### src/rtl/bridge_fanout_pkg.sv
`default_nettype none
// ============================================================================
// Module      : bridge_fanout_pkg
// Description : Shared types, limits and the address-hit helper for the
//               bridge fan-out router.
// Revision    : 1.0 - initial release
// ============================================================================
package bridge_fanout_pkg;

    localparam int bridge_fanout_max_leaves = 16;
    localparam int c_max_rd_latency         = 7;

    typedef logic [31:0] bridge_addr_t;
    typedef logic [3:0]  leaf_sel_t;

    // One read-pipeline slot; mapped=0 means "answer with the default word".
    typedef struct packed {
        logic      valid;
        logic      mapped;
        leaf_sel_t sel;
    } rd_tag_t;

    function automatic logic bridge_addr_hit(
        input bridge_addr_t addr,
        input bridge_addr_t base,
        input bridge_addr_t mask
    );
        return (addr & mask) == (base & mask);
    endfunction

endpackage
`default_nettype wire

### src/rtl/bridge_fanout_if.sv
`default_nettype none
// ============================================================================
// Module      : bridge_fanout_if
// Description : Host-side and packed leaf-side bridge signals of the fan-out.
// Revision    : 1.0 - initial release
// ============================================================================
interface bridge_fanout_if #(
    parameter int N_LEAVES   = 4,
    parameter int DATA_WIDTH = 32
);
    import bridge_fanout_pkg::*;

    bridge_addr_t                   host_addr;
    logic [DATA_WIDTH-1:0]          host_wr_data;
    logic                           host_wr;
    logic                           host_rd;
    logic [DATA_WIDTH-1:0]          host_rd_data;

    logic [N_LEAVES*32-1:0]         leaf_addr;
    logic [N_LEAVES*DATA_WIDTH-1:0] leaf_wr_data;
    logic [N_LEAVES-1:0]            leaf_wr;
    logic [N_LEAVES-1:0]            leaf_rd;
    logic [N_LEAVES*DATA_WIDTH-1:0] leaf_rd_data;

    modport master (
        output host_addr, host_wr_data, host_wr, host_rd, leaf_rd_data,
        input  host_rd_data, leaf_addr, leaf_wr_data, leaf_wr, leaf_rd
    );

    modport slave (
        input  host_addr, host_wr_data, host_wr, host_rd, leaf_rd_data,
        output host_rd_data, leaf_addr, leaf_wr_data, leaf_wr, leaf_rd
    );

endinterface
`default_nettype wire

### src/rtl/bridge_fanout_rd_pipe.sv
`default_nettype none
// ============================================================================
// Module      : bridge_fanout_rd_pipe
// Description : Latency-matched read return: tag shift register plus held
//               output data register.
// Revision    : 1.0 - initial release
// ============================================================================
module bridge_fanout_rd_pipe
    import bridge_fanout_pkg::*;
#(
    parameter int                    N_LEAVES      = 4,
    parameter int                    DATA_WIDTH    = 32,
    parameter int                    DEPTH         = 2,
    parameter logic [DATA_WIDTH-1:0] DEFAULT_RDATA = '1
) (
    input  wire logic                           clk,
    input  wire logic                           reset,
    input  wire rd_tag_t                        tag_in,
    input  wire logic [N_LEAVES*DATA_WIDTH-1:0] leaf_rd_data,
    output logic [DATA_WIDTH-1:0]               rd_data
);

    rd_tag_t               r_stage [DEPTH];
    logic [DATA_WIDTH-1:0] r_rd_data;
    logic [DATA_WIDTH-1:0] w_sel_data;

    always_comb begin
        w_sel_data = DEFAULT_RDATA;
        if (r_stage[DEPTH-1].mapped && (int'(r_stage[DEPTH-1].sel) < N_LEAVES)) begin
            w_sel_data = leaf_rd_data[DATA_WIDTH*r_stage[DEPTH-1].sel +: DATA_WIDTH];
        end
    end

    // The last stage lines up with the cycle the leaf presents its data.
    always_ff @(posedge clk or posedge reset) begin
        if (reset) begin
            for (int k = 0; k < DEPTH; k++) begin
                r_stage[k] <= '0;
            end
            r_rd_data <= '0;
        end else begin
            r_stage[0] <= tag_in;
            for (int k = 1; k < DEPTH; k++) begin
                r_stage[k] <= r_stage[k-1];
            end
            if (r_stage[DEPTH-1].valid) begin
                r_rd_data <= w_sel_data;
            end
        end
    end

    assign rd_data = r_rd_data;

endmodule
`default_nettype wire

### src/rtl/bridge_fanout.sv
`default_nettype none
// ============================================================================
// Module      : bridge_fanout
// Description : Routes one host bridge port to N_LEAVES leaf ports by
//               base/mask decode with a latency-matched read return.
// Revision    : 1.0 - initial release
// ============================================================================
module bridge_fanout
    import bridge_fanout_pkg::*;
#(
    parameter int                     N_LEAVES        = 4,
    parameter int                     DATA_WIDTH      = 32,
    parameter logic [N_LEAVES*32-1:0] LEAF_BASE       = {N_LEAVES{32'h0}},
    parameter logic [N_LEAVES*32-1:0] LEAF_MASK       = {N_LEAVES{32'hFF00_0000}},
    parameter int                     LEAF_RD_LATENCY = 1,
    parameter logic [DATA_WIDTH-1:0]  DEFAULT_RDATA   = DATA_WIDTH'(32'hFFFF_FFFF)
) (
    input  wire logic      clk,
    input  wire logic      reset,
    bridge_fanout_if.slave bus,
    output logic           unmapped_err,
    input  wire logic      err_clear
);

    localparam int c_pipe_depth = LEAF_RD_LATENCY + 1;

    if ((N_LEAVES < 1) || (N_LEAVES > bridge_fanout_max_leaves) ||
        (LEAF_RD_LATENCY < 0) || (LEAF_RD_LATENCY > c_max_rd_latency)) begin : g_param_check
        $error("bridge_fanout: N_LEAVES must be 1..16 and LEAF_RD_LATENCY 0..7");
    end

    logic                  w_hit;
    leaf_sel_t             w_sel;
    logic [N_LEAVES-1:0]   w_onehot;
    logic                  w_wr_go;
    logic                  w_rd_go;
    logic                  w_err_set;
    rd_tag_t               w_rd_tag;

    bridge_addr_t          r_addr;
    logic [DATA_WIDTH-1:0] r_wr_data;
    logic [N_LEAVES-1:0]   r_leaf_wr;
    logic [N_LEAVES-1:0]   r_leaf_rd;
    logic                  r_unmapped_err;

    // Scan from the top so the lowest matching index is the last to win.
    always_comb begin
        w_hit = 1'b0;
        w_sel = '0;
        for (int i = N_LEAVES - 1; i >= 0; i--) begin
            if (bridge_addr_hit(bus.host_addr, LEAF_BASE[32*i +: 32], LEAF_MASK[32*i +: 32])) begin
                w_hit = 1'b1;
                w_sel = leaf_sel_t'(i);
            end
        end
    end

    assign w_onehot  = N_LEAVES'(1) << w_sel;
    assign w_wr_go   = bus.host_wr && w_hit;
    // A read colliding with a write is dropped and flagged.
    assign w_rd_go   = bus.host_rd && !bus.host_wr && w_hit;
    assign w_err_set = ((bus.host_wr || bus.host_rd) && !w_hit) || (bus.host_wr && bus.host_rd);

    assign w_rd_tag.valid  = bus.host_rd && !bus.host_wr;
    assign w_rd_tag.mapped = w_hit;
    assign w_rd_tag.sel    = w_sel;

    always_ff @(posedge clk or posedge reset) begin
        if (reset) begin
            r_addr         <= '0;
            r_wr_data      <= '0;
            r_leaf_wr      <= '0;
            r_leaf_rd      <= '0;
            r_unmapped_err <= 1'b0;
        end else begin
            r_addr    <= bus.host_addr;
            r_wr_data <= bus.host_wr_data;
            r_leaf_wr <= w_wr_go ? w_onehot : '0;
            r_leaf_rd <= w_rd_go ? w_onehot : '0;
            if (w_err_set) begin
                r_unmapped_err <= 1'b1;
            end else if (err_clear) begin
                r_unmapped_err <= 1'b0;
            end
        end
    end

    for (genvar g = 0; g < N_LEAVES; g++) begin : g_leaf_bcast
        assign bus.leaf_addr[32*g +: 32]                 = r_addr;
        assign bus.leaf_wr_data[DATA_WIDTH*g +: DATA_WIDTH] = r_wr_data;
    end

    assign bus.leaf_wr   = r_leaf_wr;
    assign bus.leaf_rd   = r_leaf_rd;
    assign unmapped_err  = r_unmapped_err;

    bridge_fanout_rd_pipe #(
        .N_LEAVES      (N_LEAVES),
        .DATA_WIDTH    (DATA_WIDTH),
        .DEPTH         (c_pipe_depth),
        .DEFAULT_RDATA (DEFAULT_RDATA)
    ) u_rd_pipe (
        .clk          (clk),
        .reset        (reset),
        .tag_in       (w_rd_tag),
        .leaf_rd_data (bus.leaf_rd_data),
        .rd_data      (bus.host_rd_data)
    );

endmodule
`default_nettype wire

### src/flat_wrapper.sv
// flat-port wrapper written by rule: the top's interface ports become plain ports
module bridge_fanout_flat import bridge_fanout_pkg::*;
#(
    parameter int                     N_LEAVES        = 4,
    parameter int                     DATA_WIDTH      = 32,
    parameter logic [N_LEAVES*32-1:0] LEAF_BASE       = {N_LEAVES{32'h0}},
    parameter logic [N_LEAVES*32-1:0] LEAF_MASK       = {N_LEAVES{32'hFF00_0000}},
    parameter int                     LEAF_RD_LATENCY = 1,
    parameter logic [DATA_WIDTH-1:0]  DEFAULT_RDATA   = DATA_WIDTH'(32'hFFFF_FFFF)
)
  (clk, reset, unmapped_err, err_clear, bus_host_addr, bus_host_wr_data, bus_host_wr, bus_host_rd, bus_leaf_rd_data, bus_host_rd_data, bus_leaf_addr, bus_leaf_wr_data, bus_leaf_wr, bus_leaf_rd);
  bridge_fanout_if #(.N_LEAVES(N_LEAVES), .DATA_WIDTH(DATA_WIDTH)) bus_i ();
  input  wire logic clk;
  input  wire logic reset;
  output logic unmapped_err;
  input  wire logic err_clear;
  input wire logic [$bits(bus_i.host_addr)-1:0] bus_host_addr;
  input wire logic [$bits(bus_i.host_wr_data)-1:0] bus_host_wr_data;
  input wire logic [$bits(bus_i.host_wr)-1:0] bus_host_wr;
  input wire logic [$bits(bus_i.host_rd)-1:0] bus_host_rd;
  input wire logic [$bits(bus_i.leaf_rd_data)-1:0] bus_leaf_rd_data;
  output wire logic [$bits(bus_i.host_rd_data)-1:0] bus_host_rd_data;
  output wire logic [$bits(bus_i.leaf_addr)-1:0] bus_leaf_addr;
  output wire logic [$bits(bus_i.leaf_wr_data)-1:0] bus_leaf_wr_data;
  output wire logic [$bits(bus_i.leaf_wr)-1:0] bus_leaf_wr;
  output wire logic [$bits(bus_i.leaf_rd)-1:0] bus_leaf_rd;
  assign bus_i.host_addr = bus_host_addr;
  assign bus_i.host_wr_data = bus_host_wr_data;
  assign bus_i.host_wr = bus_host_wr;
  assign bus_i.host_rd = bus_host_rd;
  assign bus_i.leaf_rd_data = bus_leaf_rd_data;
  assign bus_host_rd_data = bus_i.host_rd_data;
  assign bus_leaf_addr = bus_i.leaf_addr;
  assign bus_leaf_wr_data = bus_i.leaf_wr_data;
  assign bus_leaf_wr = bus_i.leaf_wr;
  assign bus_leaf_rd = bus_i.leaf_rd;
  bridge_fanout #(.N_LEAVES(N_LEAVES), .DATA_WIDTH(DATA_WIDTH), .LEAF_BASE(LEAF_BASE), .LEAF_MASK(LEAF_MASK), .LEAF_RD_LATENCY(LEAF_RD_LATENCY), .DEFAULT_RDATA(DEFAULT_RDATA)) u_core (.clk(clk), .reset(reset), .bus(bus_i), .unmapped_err(unmapped_err), .err_clear(err_clear));
endmodule
### config.mk
export PLATFORM = sky130hd
export DESIGN_NAME = bridge_fanout_flat
export DESIGN_NICKNAME = d
export VERILOG_FILES = /design/src/rtl/bridge_fanout_pkg.sv /design/src/rtl/bridge_fanout_if.sv /design/src/rtl/bridge_fanout_rd_pipe.sv /design/src/rtl/bridge_fanout.sv /design/src/flat_wrapper.sv
export SDC_FILE = /design/constraint.sdc
export NUM_CORES = 1
export LEC_CHECK = 0
export ABC_AREA = 1
export BUFFER_PORTS_ARGS = -buffer_cell sky130_fd_sc_hd__buf_4
export CAP_MARGIN = 10
export CORE_AREA = 2 2 191 193
export DETAILED_ROUTE_END_ITERATION = 8
export DIE_AREA = 0 0 193 195
export PLACE_DENSITY = 0.46
export SLEW_MARGIN = 30
export SYNTH_ARGS = -nofsm -noshare
export SYNTH_HDL_FRONTEND = slang
export SYNTH_SLANG_ARGS = --single-unit
### constraint.sdc
create_clock -name clk -period 9.19 [get_ports clk]
set_input_delay 1.838 -clock clk [delete_from_list [all_inputs] [get_ports clk]]
set_output_delay 1.838 -clock clk [all_outputs]
set_load 0.02 [all_outputs]
==> flow_summary.yaml <==
timing:
  max_clock_freq_mhz: 349
  rsz0062_at_grt: "false"
  setup_viol: 0
  hold_slack_ns: 0.352
  fin_worst_skew_ns: 0.00976
  tns_ns: 0
  maxSlewViolCount: 0
  finalHoldViolCount: 0
  worstMarginPinSlew_ns: 0.879
  period_needed_ns: 2.87
  finalCritPeriodShare_pct: 31.2
  slew_headroom_pct: 41.4
routing:
  num_vias: 3073
  ant_nets: 0
  drcViolationCount: 0
  viasPerCell: 2.99
  drt_iter0_drc: 72
  dr.pass1.iters: 4
  wirelength_um: 14100
  wl_per_cell_um: 13.7
outcome:
  status: "complete, no violations"
floorplanning:
  die_area_sq_um: 37600
  boundaryPins: 494
  dieWidth_um: 193
  die_y_um: 195
  core.rowCount: 69
  initial_core_util_pct: 12.7
  core_sq_um: 35400
pwr:
  p_per_area_nw_per_um2: 162
  vdd.ir_drop.worst_mv: 0.0880
  power_leakage_nw: 3.24
layout:
  fin_area_sq_um: 6790
  fin_cells: 1029
  drive_gt1_share_pct: 72.5
  fin_util_pct: 19.2
  synthToLayoutAreaGrowth_pct: 50.9
  fillerInstances: 3871
  n_antenna_cell: 0
  fin_nets: 760
logic_synthesis:
  synth-main-ff-cell: "dfrtp_1"
  synth_edf_count: 0
  post-synth-top-count-cell: "buf_4"
  yosysTopAreaCellShare_pct: 57.3
  yosys-top-cells-count: "buf_4, dfrtp_1, o22a_1, nor2_1"
  yosys.area.top_type: "dfrtp_1"
  synth_cell_types: 14
  postSynth.asyncResetShare_pct: 100
  ys_seq_area_share_pct: 57.3
  yosys_register_bits: 103
  synth.area.top_cells: "dfrtp_1, buf_4, o22a_1"
  syn_inst: 360
  synth.avg_cell_area_sq_um: 12.5
  yosysWarnings: 0
  netlist_area_sq_um: 4500
clock_tree:
  clkSinkCount: 103
  htree_levels: 3
  ctsHoldBuffers: 0
  cts_root_buf: "clkbuf_16"
  clock_path_buffers: 2
  insertion_delay_ns: 0.38
  cts_resized: 0
  tritoncts: "built"
  path_clk_slew_ns: 0.08
  numCtsBuffers: 9
  post-cts-setup-buffer-count: 0
setup_path:
  endpoint_kind: "output pin"
  slowest_delay_ns: 0.46
  crit_type: "flop to output pin"
  path_cells: "buf_4"
  critPathBufInv: 1
  start_kind: "flop"
  slowest_stage: "dfrtp_1"
  cp.arrival_ns: 1.03
  crit_required_ns: 7.35
  crit_fanout: 4
  crit_family: "flip-flops"
global_route:
  grt-ovfl-total: 0
  grt_max_degree: 63
  antenna_found_initial: 1
  globalRouteTotalUtil_pct: 7.21
  grt_pass1_vias: 2948
  grt_pass1_wl_um: 18900
place:
  placed_cell_area_sq_um: 6490
  portBuffers: 391
  dp_hpwl_um: 10500
  place_inst: 1013
  gp_congestion: 0.663
run:
  cap_viol_max_count: 0
min_path:
  hp-class: "flop to flop"
[layout make-up]
cell class | instances | area, sq um | area share (%)
Clock inverter | 6 | 51.3 | 0.756
Sequential cell | 103 | 2580 | 38.0
Timing Repair Buffer | 392 | 2950 | 43.4
Inverter | 4 | 17.5 | 0.258
Multi-Input combinational cell | 53 | 377 | 5.55
Clock buffer | 10 | 239 | 3.52
Tap cell | 461 | 577 | 8.50
[sequential cells by signal, indices dropped and copies added, names as in the netlist]
signal and cells:
u_core.bus.leaf_rd 1, u_core.r_wr_data 32, u_core.u_rd_pipe.r_stage 4, u_core.bus.leaf_wr 1
u_core.u_rd_pipe.rd_data 32, u_core.unmapped_err 1, u_core.r_addr 32
[power breakdown]
| part | switching (mW) | internal [mW] |
|---|---|---|
| clock | 0.197 | 0.195 |
| sequential | 0.0215 | 0.468 |
| combinational | 0.116 | 0.0989 |
[cells by family (layout without fill, tap and decap cells)]
kind of cell	Yosys count	in the layout	synth area share, %
buffers and inverters	209	412	34.7
DFF	103	103	57.3
AOI/OAI and AO/OA	34	34	6.51
and+or+nand+nor	13	13	1.36
other	1	6	0.0834
[worst reg2reg max path: stages, from the launching register on]
cell     delay (ns)
dfrtp_2        0.95
nand2_4        0.48
o22a_1         0.32
[metrics by stage]
step / power [mW] / worst slack, ns
after floorplan: 0.645 / 4.65
after global placement: 0.717 / 5.73
after detailed placement: 0.718 / 5.72
after CTS: 1.14 / 6.15
after global routing: 1.16 / 6.24
final: 1.10 / 6.32
[placed cells by master, fill, tap and decap left out, drive strengths merged]
master,Yosys,layout
nor3,2,2
dfrtp,103,103
buf,205,392
clkinvlp,0,1
inv,4,7
o22a,32,32
clkbuf,0,10
conb,1,6
nand2,5,5
clkinv,0,2
nor2,5,5
a22oi,1,1
o21ai,1,1
or2,1,1
[routing by layer]
metal | track usage [%] | wire length (um)
met1 | 7.33 | 4910
met4 | 3.62 | 294
met3 | 2.88 | 1560
met5 | 0 | 12
met2 | 12.7 | 7280
[path summary, 6_finish.rpt]
check,cells after the start,slack [ns],end,from
worst max-delay path,1,6.32,bus_leaf_addr[13],u_core.r_addr[13]
worst min-delay path,0,0.35,u_core.u_rd_pipe.r_stage[4],u_core.u_rd_pipe.r_stage[10]
worst max register to register,2,7.34,u_core.u_rd_pipe.rd_data[3],u_core.u_rd_pipe.r_stage[5]
worst min register to register,0,0.35,u_core.u_rd_pipe.r_stage[4],u_core.u_rd_pipe.r_stage[10]
max in group asynchronous,3,6.63,u_core.u_rd_pipe.r_stage[5],reset
min in group asynchronous,2,1.53,u_core.r_wr_data[10],reset
Note: power is estimated with default switching activity, not from simulation.
